## src/rtl/pcileech_sysctl.sv

```systemverilog
// pcileech_sysctl: tick counter, debounced buttons, stretched system reset and
// heartbeat/activity LEDs. Optional LED dimming via PCILEECH_SYSCTL_LED_PWM_EN.
`default_nettype none

module pcileech_sysctl #(
    parameter int NUM_BTN         = 2,
    parameter int RST_BTN_IDX     = 1,
    parameter int DEBOUNCE_CYCLES = 1000000,
    parameter int RST_HOLD        = 16,
    parameter int NUM_ACT         = 2,
    parameter int STRETCH_CYCLES  = 10000000,
    parameter int HB_BIT          = 26,
    parameter int LED_DUTY        = 64
) (
    input  logic               clk,
    input  logic               rst,
    input  logic [NUM_BTN-1:0] btn_in,
    output logic [NUM_BTN-1:0] btn_db,
    output logic [NUM_BTN-1:0] btn_press,
    output logic               sys_rst,
    input  logic [NUM_ACT-1:0] act_in,
    input  logic               led_invert,
    output logic [63:0]        tickcount64,
    output logic [NUM_ACT:0]   led_out
);

    localparam int DW = $clog2(DEBOUNCE_CYCLES);
    localparam int HW = $clog2(RST_HOLD + 1);
    localparam int SW = $clog2(STRETCH_CYCLES + 1);

    if (NUM_BTN < 1 || NUM_BTN > 8 || RST_BTN_IDX < 0 || RST_BTN_IDX >= NUM_BTN ||
        DEBOUNCE_CYCLES < 2 || RST_HOLD < 1 || NUM_ACT < 1 || NUM_ACT > 8 ||
        STRETCH_CYCLES < 1 || HB_BIT < 0 || HB_BIT > 63 || LED_DUTY < 0) begin : g_param_check
        $error("pcileech_sysctl: parameter out of range");
    end

    logic [63:0]        tick_cnt;
    logic [NUM_BTN-1:0] btn_sync1;
    logic [NUM_BTN-1:0] btn_sync2;
    logic [HW-1:0]      hold_cnt;
    logic [NUM_ACT-1:0] act_raw;
    logic [NUM_ACT:0]   led_next;

    always_ff @(posedge clk) begin
        if (rst) begin
            tick_cnt  <= '0;
            btn_sync1 <= '0;
            btn_sync2 <= '0;
        end else begin
            tick_cnt  <= tick_cnt + 64'd1;
            btn_sync1 <= btn_in;
            btn_sync2 <= btn_sync1;
        end
    end

    assign tickcount64 = tick_cnt;

    for (genvar i = 0; i < NUM_BTN; i++) begin : g_btn
        logic [DW-1:0] db_cnt;
        logic          db_q;
        logic          press_q;

        // btn_db only moves after DEBOUNCE_CYCLES consecutive disagreeing samples.
        always_ff @(posedge clk) begin
            if (rst) begin
                db_cnt  <= '0;
                db_q    <= 1'b0;
                press_q <= 1'b0;
            end else if (btn_sync2[i] == db_q) begin
                db_cnt  <= '0;
                press_q <= 1'b0;
            end else if (db_cnt == DW'(DEBOUNCE_CYCLES - 1)) begin
                db_cnt  <= '0;
                db_q    <= btn_sync2[i];
                press_q <= btn_sync2[i];
            end else begin
                db_cnt  <= db_cnt + DW'(1);
                press_q <= 1'b0;
            end
        end

        assign btn_db[i]    = db_q;
        assign btn_press[i] = press_q;
    end

    always_ff @(posedge clk) begin
        if (rst || btn_db[RST_BTN_IDX]) begin
            hold_cnt <= HW'(RST_HOLD);
        end else if (hold_cnt != '0) begin
            hold_cnt <= hold_cnt - HW'(1);
        end
    end

    assign sys_rst = (hold_cnt != '0);

    for (genvar k = 0; k < NUM_ACT; k++) begin : g_act
        logic [SW-1:0] str_cnt;

        always_ff @(posedge clk) begin
            if (rst) begin
                str_cnt <= '0;
            end else if (act_in[k]) begin
                str_cnt <= SW'(STRETCH_CYCLES);
            end else if (str_cnt != '0) begin
                str_cnt <= str_cnt - SW'(1);
            end
        end

        assign act_raw[k] = (str_cnt != '0);
    end

    // Reset still honours led_invert so inverted boards stay dark during reset.
    always_comb begin
        led_next = {act_raw ^ {NUM_ACT{led_invert}}, tick_cnt[HB_BIT] | (|btn_db)};
        if (rst) begin
            led_next = {{NUM_ACT{led_invert}}, 1'b0};
        end
    end

`ifdef PCILEECH_SYSCTL_LED_PWM_EN
    logic pwm_on;
    assign pwm_on = ({24'd0, tick_cnt[7:0]} < 32'(LED_DUTY));

    always_ff @(posedge clk) begin
        led_out <= led_next & {(NUM_ACT + 1){pwm_on}};
    end
`else
    always_ff @(posedge clk) begin
        led_out <= led_next;
    end
`endif

endmodule

`default_nettype wire

```

## config.mk

```make
export PLATFORM = sky130hd
export DESIGN_NAME = pcileech_sysctl
export DESIGN_NICKNAME = d
export VERILOG_FILES = /design/src/rtl/pcileech_sysctl.sv
export SDC_FILE = /design/constraint.sdc
export NUM_CORES = 1
export LEC_CHECK = 0
export ABC_AREA = 1
export ABC_CLOCK_PERIOD_IN_PS = 4650
export BUFFER_PORTS_ARGS = -buffer_cell sky130_fd_sc_hd__buf_2
export CAP_MARGIN = 20
export CORE_MARGIN = 10
export CORE_UTILIZATION = 29
export DETAILED_ROUTE_END_ITERATION = 12
export SLEW_MARGIN = 25
export SYNTH_ARGS = -nofsm -noshare
export SYNTH_HDL_FRONTEND = slang
export SYNTH_SLANG_ARGS = --single-unit
export TNS_END_PERCENT = 20
```

## constraint.sdc

```tcl
create_clock -name clk -period 4.65 [get_ports clk]
set_input_delay 0 -clock clk [delete_from_list [all_inputs] [get_ports clk]]
set_output_delay 0 -clock clk [all_outputs]
set_load 0.05 [all_outputs]
```

# After elaboration in Yosys (flattened, before gate mapping)
# Cells that the tools add are included.
# classes
n_eq_ne	4
reduce_logical	15
n_addsub	6
n_bitwise	6
mux	5
# ops
cell	n
$mux 24	4
$add 64x1->64 const B	1
$reduce_bool 24->1	2
$sub 24x1->24 const B	2
$add 20x1->20 const B	2
$eq 20x20->1 const B	2
$reduce_or 3->1	4
$reduce_or 2->1	3
$reduce_bool 5->1	1
$sub 5x1->5 const B	1
$not 1->1	4
$reduce_and 2->1	2
$reduce_bool 2->1	2
$mux 3	1
$eq 1x1->1	2
$xor 2x2->2	1
$logic_or 1x1->1	1
$or 1x1->1	1
# word_totals
word_cells	52
in_bits	7
ff_bits	168
output_inout_bits	72

# Longest topological paths before layout
# logic_depth
depth_word	3
ltp_mapped	10

# Worst setup path after synthesis
# No wires, ideal clock.
# synth_timing
path_kind	register to register
start	register tick_cnt[0] (netlist: tickcount64[0])
end	register tick_cnt[56] (netlist: tickcount64[56])
path_slack_ns	2.637
period_less_slack_ns	2.013
path_stages_with_launch	11
t_arrival_ns	1.896
cell_sequence	dfxtp_1 ha_1 nand3_2 inv_2 nand2_4 nor2_8 nand2_4 nor2_4 nand3_1 nand2_1 nor2_1
# synth_via
elab_chain_len	1
# synth_rtl
item	line	source
start, declared	37	logic [63:0] tick_cnt;
start signal, assigned	50	tick_cnt <= tick_cnt + 64'd1;
$add 64x1->64	50	
# Every way passes these cells.
# A chain may end at the register's enable or synchronous reset.

# Worst setup path in the final report
# layout_timing
start	register g_act[0].str_cnt[0]
end	register g_act[0].str_cnt[10]
# layout_via
elab_chain_len	3
# layout_rtl
item	line	source
start, declared	97	logic [SW-1:0] str_cnt;
start signal, assigned	103	str_cnt <= SW'(STRETCH_CYCLES);
start signal, assigned	105	str_cnt <= str_cnt - SW'(1);
$sub 24x1->24	105	
$mux 24	104	end else if (str_cnt != '0) begin
$mux 24	102	end else if (act_in[k]) begin
# Parallel ways exist; a longest one is shown, timed or not. The select of a mux whose other input is x is not followed.

==> out/metrics.json <==
{
  "worst_setup_path": {
    "timing.critical_path.slowest_cell_delay_ns": 0.65,
    "worst_path_dominant_cell_family": "simple AND/OR/NAND/NOR gates",
    "worstPathCellList": "inv_1 > ha_1 > nand2_1 > nor2_1 > nand3_1 > nand3_1 > a21oi_1",
    "critical_path_peak_fanout": 23,
    "cp-start-kind": "flip-flop",
    "timing.critical_path.to_type": "flip-flop",
    "path_buf_inv": 1,
    "cp_slowest_cell": "sky130_fd_sc_hd__nand3_1",
    "crit_start": "g_act[0].str_cnt[0]",
    "worst_ep_arrival_time_ns": 2.37,
    "critical_path_required_ns": 4.93,
    "timing_worst_setup_path_type": "reg2reg",
    "r2r_setup_slack_ns": 2.57,
    "most_common_cell_on_crit_path": "sky130_fd_sc_hd__nand3_1",
    "worst_r2r_path_depth": 7,
    "worst_r2r_endpoint": "g_act[0].str_cnt[10]",
    "reg2reg_launch_point": "g_act[0].str_cnt[0]"
  },
  "timing": {
    "final.setup.tns_ns": 0,
    "timing.final.crit_period_ns": 2.08,
    "skew_ns": 0.0108,
    "setup_viol": 0,
    "grt_setup_unrepaired": "no",
    "hold_viol_final": 0,
    "fmax_mhz": 480,
    "timing.hold.ws_ns": 0.407,
    "min_period_over_period_pct": 44.8,
    "worst_slew_margin_pct": 39.1,
    "worst_slew_pin_slew_ns": 0.911,
    "report.final.slew_viol_count": 0
  },
  "clocking": {
    "cts_buffers": 17,
    "tritoncts": "yes",
    "clock_tree.root_cell": "sky130_fd_sc_hd__clkbuf_16",
    "cts.sink_count": 168,
    "htree_levels": 4,
    "worstSkewPairLatency_ns": 0.44,
    "worst_setup_hold_path_clk_slew_ns": 0.07,
    "clock_path_buffers": 2,
    "cts_post_setup_buffers_inserted": 0,
    "post_cts_resize_count": 0,
    "hold_buffers": 8
  },
  "logic_synthesis": {
    "synth_sequential_area_ratio_pct": 37.4,
    "synth_top_flop_cell": "sky130_fd_sc_hd__dfxtp_1",
    "post_synth_instance_area_um2": 9000,
    "synth-async-reset-ratio_pct": 0,
    "synthDistinctLibCells": 36,
    "yosysWarningCount": 0,
    "netlist.top_cell.by_area": "sky130_fd_sc_hd__dfxtp_1",
    "syn_nets": 1393,
    "synth.top_cell.area_share_pct": 37.4,
    "synth.ff_latch_count": 168,
    "synth_enable_flop_cells": 0,
    "netlist_instances": 1378,
    "post_synth.cell_area_avg_um2": 6.53,
    "synth.area.top_cells": "sky130_fd_sc_hd__dfxtp_1 (37%), sky130_fd_sc_hd__nand2_1 (14%), sky130_fd_sc_hd__nor2_1 (13%)"
  },
  "place": {
    "port_buffers": 78,
    "final_gp_congestion": 0.910,
    "hpwl_um": 19800
  },
  "floorplan": {
    "die_y_um": 196,
    "fp.dieArea_um2": 38500,
    "die_width_um": 196,
    "initial_core_util_pct": 29.4,
    "coreArea_um2": 30600,
    "rows": 64,
    "i_o_pins": 79
  },
  "detailed_routing": {
    "wl_per_cell_um": 13.6,
    "ant_nets": 0,
    "drcViolationCount": 0,
    "via_to_cell_ratio": 4.63,
    "vias": 8649,
    "sum_of_routed_wire_length_over_all_layers_um": 25500,
    "dr.pass1.iters": 5,
    "drt_iter0_markers": 495
  },
  "run_status": {
    "run_status": "completed"
  },
  "power": {
    "worst_ir_drop_vdd_mv": 0.241,
    "p_per_area_nw_per_um2": 335,
    "leakagePower_nw": 3.90
  },
  "finish": {
    "diodes": 0,
    "fin_nets": 1476,
    "drive_above_1_share_pct": 11.9,
    "syn_to_final_growth_pct": 16.9,
    "final_util_pct": 34.4
  },
  "hold_path": {
    "hp-class": "reg2reg",
    "worst_hold_path.num_cells": 2,
    "timing.hold.worst.start": "btn_sync1[1]",
    "hold_worst_path_end": "btn_sync2[1]"
  },
  "global_routing": {
    "grt_max_degree": 72,
    "grt-ovfl-total": 0,
    "vias_in_the_first_global_route": 8323,
    "first_pass_grt_wire_length_um": 41900,
    "groute.usage.overall_pct": 13.2,
    "antenna_found_initial": 0
  },
  "job": {
    "cap_viol_max_count": 0
  }
}
## final cells by class
class                           count  area [um^2]
Clock inverter                     14          220
Sequential cell                   168         3360
Fill cell                        3405        20100
Tap cell                          396          495
Timing Repair Buffer               87          478
Clock buffer                       18          439
Multi-Input combinational cell   1058         5040
Inverter                          129          484
## power by group
part	switching (W)	leakage, nW	internal, W	total (W)
Sequential	0.0000488	1.36	0.00149	0.00154
Clock	0.000623	0.315	0.000973	0.00160
Combinational	0.000246	2.22	0.000135	0.000381
Total	0.000918	3.90	0.00260	0.00352
## cells by family (layout without fill, tap and decap cells)
logic type | Yosys count | count (layout) | synth area share, %
adders and majority gates | 8 | 8 | 1.11
DFF | 168 | 168 | 37.4
AOI/OAI and AO/OA | 133 | 133 | 7.77
xor gates and xnor gates | 52 | 52 | 5.06
buffers and inverters | 152 | 248 | 6.66
and+or+nand+nor | 865 | 865 | 42.0
## worst max path at each step
| stage | endpoint | slack, ns | cells past startpoint |
|---|---|---|---|
| 3_3_place_gp | g_act[0].str_cnt[7] | 2.58 | 7 |
| 2_1_floorplan | tickcount64[56] | 2.64 | 10 |
| 5_1_grt | g_btn[1].db_cnt[10] | 2.36 | 8 |
| 6_report | g_act[0].str_cnt[10] | 2.57 | 7 |
| 4_1_cts | g_act[0].str_cnt[12] | 2.59 | 7 |
| 3_5_place_dp | g_act[0].str_cnt[15] | 2.60 | 7 |
## worst reg2reg max path, cell delays in order (launching register included)
cell,delay [ns]
sky130_fd_sc_hd__dfxtp_1,0.32
sky130_fd_sc_hd__inv_1,0.17
sky130_fd_sc_hd__ha_1,0.21
sky130_fd_sc_hd__nand2_1,0.06
sky130_fd_sc_hd__nor2_1,0.12
sky130_fd_sc_hd__nand3_1,0.65
sky130_fd_sc_hd__nand3_1,0.34
sky130_fd_sc_hd__a21oi_1,0.09
## synth_stat cells (all sizes together), types with 8 or more instances
cell    instances
clkbuf         10
dfxtp         168
nor2          339
o21ai          30
xor2           29
nand3b          8
nand2         359
buf            13
nand3          88
nand4          34
inv           129
nor3           21
a21oi          89
xnor2          23
ha              8
or2             9
## state kept, by name, indices dropped and copies added (netlist names)
| signal | cells |
|---|---|
| tickcount64 | 64 |
| g_act.str_cnt | 48 |
| g_btn.db_cnt | 40 |
| hold_cnt | 5 |
| led_out | 3 |
| btn_sync1 | 2 |
| btn_sync2 | 2 |
| g_btn.db_q | 2 |
| g_btn.press_q | 2 |
## layout by cell type (no fill, tap or decap), drive strengths merged, types with 3 or more instances in the layout
master	synthesis	final
xnor2	23	23
a21o	7	7
nor2	339	339
nand4	34	34
bufinv	0	5
o21ai	30	30
clkinv	0	3
ha	8	8
buf	13	79
xor2	29	29
dlygate4sd3	0	8
nor3b	6	6
clkbuf	10	18
nand3	88	88
nand3b	8	8
nor3	21	21
or2	9	9
inv	129	132
o21a	4	4
nand2	359	359
dfxtp	168	168
a21oi	89	89
clkinvlp	0	3
## per-stage QoR
step	instances	power, W	area [um^2]	setup WS (ns)
after floorplan	1378	0.00187	9000	2.64
after global placement	1830	0.00194	9780	2.58
after detailed placement	1830	0.00195	9780	2.60
after CTS	1870	0.00356	10500	2.59
after global routing	1870	0.00367	10500	2.36
final	1870	0.00352	10500	2.57
## metal layers
metal  global-route usage (%)  wire length (um)  part of all wire, %  vias to the layer above
met5                        0                 0                    0                        -
li1                         -                 -                    -                     4537
met3                     2.61              1190                  4.7                       29
met1                     16.8             12000                   47                     3909
met4                     5.09               553                  2.2                        0
met2                     21.4             11700                   46                      174
Power figures use the tool's default switching activity.
